==> src/rtl/corner_adjust.sv <==
// Button-driven editor for four quadrilateral corners: selection, single-step and
// auto-repeat moves with per-axis saturation, plus a delayed change strobe.
module corner_adjust #(
  parameter int STEP         = 1,
  parameter int REPEAT_DELAY = 16_250_000,
  parameter int REPEAT_RATE  = 3_250_000
) (
  input  logic       clock,
  input  logic       reset_n,
  input  logic       btn_up,
  input  logic       btn_down,
  input  logic       btn_left,
  input  logic       btn_right,
  input  logic       btn_sel,
  input  logic       hold,
  output logic [1:0] sel,
  output logic [9:0] x1,
  output logic [9:0] x2,
  output logic [9:0] x3,
  output logic [9:0] x4,
  output logic [8:0] y1,
  output logic [8:0] y2,
  output logic [8:0] y3,
  output logic [8:0] y4,
  output logic       update
);

  localparam int CMAX = (REPEAT_DELAY > REPEAT_RATE) ? REPEAT_DELAY : REPEAT_RATE;
  localparam int CW   = $clog2(CMAX + 1);
  localparam logic [CW-1:0] DLY_LAST  = CW'(REPEAT_DELAY - 1);
  localparam logic [CW-1:0] RATE_LAST = CW'(REPEAT_RATE - 1);
  localparam logic [10:0]   X_MAX     = 11'd639;
  localparam logic [9:0]    Y_MAX     = 10'd479;

  // S_IDLE with a held direction means no first step happened yet (e.g. after hold).
  typedef enum logic [1:0] {S_IDLE, S_DELAY, S_REPEAT} state_t;

  state_t           state_q, state_d;
  logic [CW-1:0]    cnt_q, cnt_d;
  logic [3:0]       dir, dir_q;
  logic             selh_q;
  logic [1:0]       sel_q, sel_d;
  logic [3:0][9:0]  x_q, x_d;
  logic [3:0][8:0]  y_q, y_d;
  logic             chg_q, chg_d;
  logic             update_q;
  logic             step;
  logic [9:0]       xc, x_new;
  logic [8:0]       yc, y_new;
  logic [10:0]      xw;
  logic [9:0]       yw;

  assign dir = {btn_up, btn_down, btn_left, btn_right};

  always_comb begin
    state_d = state_q;
    cnt_d   = cnt_q;
    step    = 1'b0;
    if (hold || dir == 4'b0000) begin
      state_d = S_IDLE;
      cnt_d   = '0;
    end else if (dir != dir_q) begin
      step    = 1'b1;
      state_d = S_DELAY;
      cnt_d   = '0;
    end else begin
      case (state_q)
        S_DELAY: begin
          if (cnt_q == DLY_LAST) begin
            step    = 1'b1;
            state_d = S_REPEAT;
            cnt_d   = '0;
          end else begin
            cnt_d = cnt_q + 1'b1;
          end
        end
        S_REPEAT: begin
          if (cnt_q == RATE_LAST) begin
            step  = 1'b1;
            cnt_d = '0;
          end else begin
            cnt_d = cnt_q + 1'b1;
          end
        end
        default: cnt_d = '0;
      endcase
    end
  end

  // Saturating move of the currently selected corner; opposite buttons cancel.
  always_comb begin
    xc    = x_q[sel_q];
    yc    = y_q[sel_q];
    x_new = xc;
    y_new = yc;
    xw    = '0;
    yw    = '0;
    if (btn_right && !btn_left) begin
      xw    = {1'b0, xc} + 11'(STEP);
      x_new = (xw > X_MAX) ? X_MAX[9:0] : xw[9:0];
    end else if (btn_left && !btn_right) begin
      xw    = {1'b0, xc} - 11'(STEP);
      x_new = xw[10] ? 10'd0 : xw[9:0];
    end
    if (btn_down && !btn_up) begin
      yw    = {1'b0, yc} + 10'(STEP);
      y_new = (yw > Y_MAX) ? Y_MAX[8:0] : yw[8:0];
    end else if (btn_up && !btn_down) begin
      yw    = {1'b0, yc} - 10'(STEP);
      y_new = yw[9] ? 9'd0 : yw[8:0];
    end
  end

  always_comb begin
    x_d = x_q;
    y_d = y_q;
    if (step) begin
      x_d[sel_q] = x_new;
      y_d[sel_q] = y_new;
    end
    sel_d = sel_q;
    if (!hold && btn_sel && !selh_q) sel_d = sel_q + 2'd1;
    chg_d = (x_d != x_q) || (y_d != y_q);
  end

  always_ff @(posedge clock or negedge reset_n) begin
    if (!reset_n) begin
      state_q  <= S_IDLE;
      cnt_q    <= '0;
      dir_q    <= '0;
      selh_q   <= 1'b0;
      sel_q    <= 2'd0;
      x_q      <= {10'd639, 10'd639, 10'd0, 10'd0};
      y_q      <= {9'd0, 9'd479, 9'd479, 9'd0};
      chg_q    <= 1'b0;
      update_q <= 1'b0;
    end else begin
      state_q  <= state_d;
      cnt_q    <= cnt_d;
      dir_q    <= dir;
      selh_q   <= btn_sel;
      sel_q    <= sel_d;
      x_q      <= x_d;
      y_q      <= y_d;
      chg_q    <= chg_d;
      update_q <= chg_q;
    end
  end

  assign sel    = sel_q;
  assign x1     = x_q[0];
  assign x2     = x_q[1];
  assign x3     = x_q[2];
  assign x4     = x_q[3];
  assign y1     = y_q[0];
  assign y2     = y_q[1];
  assign y3     = y_q[2];
  assign y4     = y_q[3];
  assign update = update_q;

endmodule
==> config.mk <==
export PLATFORM = sky130hd
export DESIGN_NAME = corner_adjust
export DESIGN_NICKNAME = d
export VERILOG_FILES = /design/src/rtl/corner_adjust.sv
export SDC_FILE = /design/constraint.sdc
export NUM_CORES = 1
export LEC_CHECK = 0
export BUFFER_PORTS_ARGS = -buffer_cell sky130_fd_sc_hd__buf_4
export CORE_AREA = 5 5 166 168
export CTS_CLUSTER_SIZE = 24
export DETAILED_ROUTE_END_ITERATION = 7
export DIE_AREA = 0 0 171 173
export PLACE_DENSITY = 0.52
export SYNTH_ARGS = -nofsm -noshare
export SYNTH_HDL_FRONTEND = slang
export SYNTH_SLANG_ARGS = --single-unit
==> constraint.sdc <==
create_clock -name clock -period 6.2 [get_ports clock]
set_input_delay 0.93 -clock clock [delete_from_list [all_inputs] [get_ports clock]]
set_output_delay 0.93 -clock clock [all_outputs]
set_load 0.02 [all_outputs]
==> results of run 1 <==
## logic make-up after synthesis
logic type,share of synthesized area
fa+ha+maj,0.0196
compound gates,0.187
simple gates,0.199
buf+inv,0.0387
flops,0.367
mux,0.0770
xor+xnor,0.111
## power groups by stage
stage	clock network, uW	logic (uW)	registers, uW
global route	667	3500	1440
finish	622	3240	1400
CTS	637	3210	1400
detailed placement	0	3200	1410
global placement	0	3210	1410
floorplan	0	1950	1480
## cell usage after synthesis, drive strengths merged (4+ instances only)
cell	count
a211oi	6
a21oi	26
a22oi	5
a31oi	14
and2	8
and3	13
and4	5
buf	12
clkbuf	41
dfrtp	79
dfstp	32
ha	12
inv	19
mux2	4
mux2i	11
mux4	19
nand2	109
nand2b	9
nand3	20
nand4	18
nor2	63
nor2b	6
nor3	19
nor4	10
o211a	4
o211ai	5
o21ai	96
o22a	6
o22ai	11
o31a	6
o31ai	4
or3	6
or4	12
or4b	4
xnor2	56
xor2	41
## flip-flops by register name, indices dropped and copies added, names as in the netlist, 4 cells and up
signal,cells
y1,9
dir_q,4
y2,9
y3,9
x4,10
x2,10
cnt_q,24
x1,10
x3,10
y4,9
## metrics by stage
stage / hold slack [ps] / worst slack (ps) / utilization / instances / area [sq um]
6_report: 406 / 438 / 0.353 / 1272 / 9100
5_1_grt: 417 / 154 / 0.353 / 1272 / 9100
4_1_cts: 407 / 510 / 0.353 / 1272 / 9100
3_5_place_dp: 388 / 519 / 0.341 / 1256 / 8790
3_3_place_gp: 382 / 579 / 0.341 / 1256 / 8790
2_1_floorplan: 331 / 1120 / - / 858 / 7670
## how the worst min path moves through the flow
stage / slack, ps / depth (start not counted) / endpoint / startpoint
3_5_place_dp: 390 / 0 / update$_DFF_PN0_ / chg_q$_DFF_PN0_
2_1_floorplan: 330 / 0 / update$_DFF_PN0_ / chg_q$_DFF_PN0_
5_1_grt: 420 / 0 / update$_DFF_PN0_ / chg_q$_DFF_PN0_
6_report: 410 / 0 / update$_DFF_PN0_ / chg_q$_DFF_PN0_
4_1_cts: 410 / 0 / update$_DFF_PN0_ / chg_q$_DFF_PN0_
3_3_place_gp: 380 / 0 / update$_DFF_PN0_ / chg_q$_DFF_PN0_
## cell type report
cell class / instances / area, sq um
repair buffers: 116 / 871
clock buffers: 9 / 225
well taps: 335 / 419
inverters: 20 / 75.1
clock inverters: 7 / 85.1
multi-input cells: 674 / 4610
flip-flops and latches: 111 / 2820
fillers: 2672 / 16700
## metal layers
metal	part of all wire	wire length, um	vias to the layer above
li1	-	-	3290
met1	0.47	12200	3326
met2	0.43	11200	230
met3	0.055	1430	52
met4	0.036	930	0
met5	0	0	-
## worst reg2reg max path, delay by kind of cell (launching register included)
family                   cells  cell delay (ps)
buffers and inverters        1              170
AO/OA/AOI/OAI                4              780
AND/OR/NAND/NOR              8             2950
adder cells (fa/ha/maj)      1              190
flip-flops                   1              820
multiplexers                 1              740
==> impl_metrics.json, run 1 <==
{
  "status": "finished, final reports clean",
  "clock_skew_ps": 14.5,
  "maxCapViolations": 0,
  "tightest_slew_ps": 924,
  "timing.rr.end": "chg_q$_DFF_PN0_",
  "grt_busiest_layer": "met2",
  "overflow": 0,
  "drt-total-wl_um": 25800,
  "synthToLayoutAreaGrowth_pct": 18.7,
  "post-route-period-util": 0.929,
  "clockBufferDepth": 2,
  "synth_edf_count": 0,
  "num_antenna_cells": 0,
  "clk_pin_slew_ps": 90,
  "die_area_sq_um": 29600,
  "cp-endpoint": "chg_q$_DFF_PN0_",
  "clock-root-buffer": "clkbuf_16",
  "clkPwrFrac": 0.118,
  "layout_commonest_cell": "buf_4",
  "crit_buf_inv": 1,
  "synth_top_area_share": 0.258,
  "path_common_cell": "or4_1",
  "layout-drive-gt1-share": 0.211,
  "share_comb_of_total_power": 0.616,
  "remaining_drc_errors": 0,
  "core_sq_um": 25800,
  "ctsHoldBuffers": 0,
  "path_depth": 15,
  "crit_path_end_kind": "flip-flop",
  "nets": 952,
  "crit_family": "simple AND/OR/NAND/NOR gates",
  "dr.pass1.iters": 5,
  "p_int_uw": 2610,
  "grt_max_degree": 67,
  "grt.met3_usage": 0.0358,
  "cts_resized": 0,
  "final_antenna_net_count": 0,
  "p_leak_uw": 0.00364,
  "start_util": 0.298,
  "htree_levels": 3,
  "grt.total_usage": 0.173,
  "relSlewSlack": 0.382,
  "cpPeakStageDelay_ps": 820,
  "wl_per_cell_um": 20.3,
  "synthTopCellsByArea": "dfrtp_1, dfstp_2, xnor2_1",
  "post-cts-setup-buffers": 0,
  "seqPwrFrac": 0.266,
  "yosysUniqueCellTypes": 82,
  "postSynthNetCount": 878,
  "synth_area_sq_um": 7670,
  "synthFlopType": "dfrtp_1",
  "avgSynthCellArea_sq_um": 8.94,
  "dpl.hpwl_um": 19000,
  "syn-instance-count": 858,
  "row_count": 59,
  "peakVddDrop_v": 0.000223,
  "totalPowerFinal_uw": 5250,
  "groute.layer.met1.usage": 0.252,
  "fmax_ghz": 0.174,
  "clock_sinks": 111,
  "crit_required_ps": 6440,
  "ys_async_sr_fraction": 1.00,
  "hp-class": "reg -> reg",
  "setup_violations": 0,
  "die_w_um": 171,
  "r2r_setup_slack_ps": 440,
  "most-common-layout-cells": "buf_4, nand2_1, o21ai_0",
  "vias_per_cell": 5.42,
  "use_met2": 0.253,
  "insertion_delay_ps": 370,
  "grt_pass1_wl_um": 40800,
  "cp_slowest_cell": "dfrtp_2",
  "swShare": 0.504,
  "crit_path_start": "sel[0]$_DFFE_PN0P_",
  "synth_top_area_cell": "dfrtp_1",
  "grt_pass1_vias": 6802,
  "drt_iter0_drc": 556,
  "port_buffers": 86,
  "crit_fanout": 25,
  "synth-seq-area-share": 0.367,
  "crit_chain": "mux4_2 -> inv_1 -> ha_1 -> nand3b_1 -> nor3_1 -> nand4_1 -> and3_1 -> a21oi_1 -> o221a_2 -> a31oi_1 -> or4_1 -> nor4_1 -> o211ai_1 -> or4_1 -> or4b_1",
  "setup-tns-final_ps": 0,
  "rsz0062_at_grt": "false",
  "place_congestion": 0.973,
  "cts_buffers": 9,
  "crit_type": "reg -> reg",
  "drv_slew": 0,
  "hold_viol_final": 0,
  "p_per_area_nw_per_um2": 577,
  "vias": 6898,
  "period_needed_ps": 5760,
  "antenna_found_initial": 0,
  "r2r.worst_path.cells": 15,
  "yosys_warnings": 0,
  "ios": 87,
  "synth-seq-cells": 111,
  "worstSetupStartpointType": "flip-flop",
  "cp.arrival_ps": 6010,
  "p_sw_uw": 2650,
  "fp.dieH_um": 173,
  "r2r-start": "sel[0]$_DFFE_PN0P_",
  "cts_tree": "done"
}
No activity file was read; power rests on OpenSTA's default activity.
==> run 2: changes to the inputs <==
Settings changed: ABC_CLOCK_PERIOD_IN_PS set to 6200, PLACE_DENSITY 0.52 to 0.51.
==> run 2 against run 1 <==
Die area unchanged; routed wire length up 1.4%; sequential power about the same; fmax down 0.73%; clock skew about the same; critical endpoint unchanged; highest routed layer unchanged.
==> impl_metrics.json, run 2 (synthesized netlist as in run 1, its figures left out) <==
{
  "crit_fanout": 17,
  "num_antenna_cells": 0,
  "nFillCells": 2677,
  "worstSetupStartpointType": "flip-flop",
  "hp-class": "reg -> reg",
  "crit_chain": "buf_4 -> mux4_2 -> or4_1 -> a211oi_1 -> a311o_1 -> xor2_1 -> o22ai_1 -> a21oi_1 -> or4b_1 -> nor4_1 -> o211ai_1 -> or4_1 -> or4b_1",
  "layout-drive-gt1-share": 0.215,
  "dr.pass1.iters": 7,
  "maxCapViolations": 0,
  "remaining_drc_errors": 0,
  "vias": 6838,
  "max_flop_register": "cnt_q",
  "cts_buffers": 9,
  "crit_path_end_kind": "flip-flop",
  "dpl.hpwl_um": 19600,
  "clk_pin_slew_ps": 90,
  "ios": 87,
  "cts_resized": 0,
  "fmax_ghz": 0.172,
  "tightest_slew_ps": 886,
  "most-common-layout-cells": "buf_4, nand2_1, o21ai_0",
  "p_per_area_nw_per_um2": 579,
  "largest_register_ff_count": 24,
  "cp.arrival_ps": 6040,
  "p_leak_uw": 0.00365,
  "overflow": 0,
  "setup-tns-final_ps": 0,
  "rsz0062_at_grt": "false",
  "peakVddDrop_v": 0.000246,
  "crit_required_ps": 6440,
  "cp_slowest_cell": "dfrtp_1",
  "layout_commonest_cell": "buf_4",
  "setup_violations": 0,
  "core_sq_um": 25800,
  "place_congestion": 0.952,
  "post-cts-setup-buffers": 0,
  "clock_skew_ps": 14.3,
  "grt_max_degree": 59,
  "p_int_uw": 2630,
  "clock-root-buffer": "clkbuf_16",
  "insertion_delay_ps": 370,
  "dp_slack_ps": 419,
  "hold_viol_final": 0,
  "clockBufferDepth": 2,
  "drt_iter0_drc": 551,
  "nets": 956,
  "vias_per_cell": 5.36,
  "die_w_um": 171,
  "seqPwrFrac": 0.264,
  "status": "finished, final reports clean",
  "start_util": 0.298,
  "cts_tree": "done",
  "grt.total_usage": 0.175,
  "drt-total-wl_um": 26100,
  "p_sw_uw": 2660,
  "grt_pass1_vias": 6637,
  "port_buffers": 86,
  "synthToLayoutAreaGrowth_pct": 19.1,
  "swShare": 0.503,
  "grt_pass1_wl_um": 41000,
  "post-route-period-util": 0.936,
  "die_area_sq_um": 29600,
  "period_needed_ps": 5800,
  "row_count": 59,
  "htree_levels": 3,
  "clkPwrFrac": 0.120,
  "share_comb_of_total_power": 0.617,
  "crit_type": "reg -> reg",
  "layout_setup_ws_ps": 396,
  "final_antenna_net_count": 0,
  "relSlewSlack": 0.402,
  "cpPeakStageDelay_ps": 900,
  "ctsHoldBuffers": 0,
  "wl_per_cell_um": 20.5,
  "antenna_found_initial": 0,
  "fp.dieH_um": 173,
  "drv_slew": 0,
  "clock_sinks": 111
}
## run 2: cell types whose count changed in the layout (fill, tap and decap cells not counted)
cell and change:
buf_4 +4
## run 2: power groups by stage
stage	sequential [uW]	clock, uW	combinational, uW
2_1_floorplan	1480	0	1950
3_3_place_gp	1410	0	3260
3_5_place_dp	1400	0	3250
4_1_cts	1390	655	3260
5_1_grt	1440	673	3550
6_report	1390	633	3260
## run 2: through the flow
step	utilization	power, uW	instance area, sq um	hold slack (ps)	std cells
finish	0.354	5280	9130	379	1276
global route	0.354	5650	9130	384	1276
CTS	0.354	5310	9130	386	1276
detailed placement	0.342	4650	8820	366	1260
global placement	0.342	4670	8820	363	1260
floorplan	-	3430	7670	331	858
## run 2: worst max-delay path: cells and delay by family (launching register included)
family	cells	cell delay, ps
AOI/OAI and AO/OA	5	1310
xor gates and xnor gates	1	180
buffers and inverters	1	290
DFF	1	900
and+or+nand+nor	5	2540
muxes	1	450
## run 2: path summary, 6_finish.rpt
kind,startpoint,cells after the start,endpoint,slack (ps)
worst max-delay path,sel[1]$_DFFE_PN0P_,13,chg_q$_DFF_PN0_,400
worst min-delay path,chg_q$_DFF_PN0_,0,update$_DFF_PN0_,380
worst max register to register,sel[1]$_DFFE_PN0P_,13,chg_q$_DFF_PN0_,400
worst min register to register,chg_q$_DFF_PN0_,0,update$_DFF_PN0_,380
max in group asynchronous,reset_n,2,sel[0]$_DFFE_PN0P_,4320
min in group asynchronous,reset_n,1,cnt_q[11]$_DFF_PN0_,640
## run 2: layer usage
metal  up-vias  part of all wire  track usage
met5         -                 0            0
met2       221              0.44        0.260
li1       3286                 -            -
met3        31             0.051       0.0313
met1      3300              0.48        0.261
met4         0             0.025       0.0489
## run 2: area by class of cell
| type | instances | area [sq um] | area share |
|---|---|---|---|
| multi-input combinational | 674 | 4610 | 0.505 |
| tap | 335 | 419 | 0.0459 |
| inverter | 20 | 75.1 | 0.00822 |
| timing repair buffer | 120 | 901 | 0.0986 |
| sequential | 111 | 2820 | 0.309 |
| clock buffer | 9 | 225 | 0.0247 |
| clock inverter | 7 | 85.1 | 0.00932 |
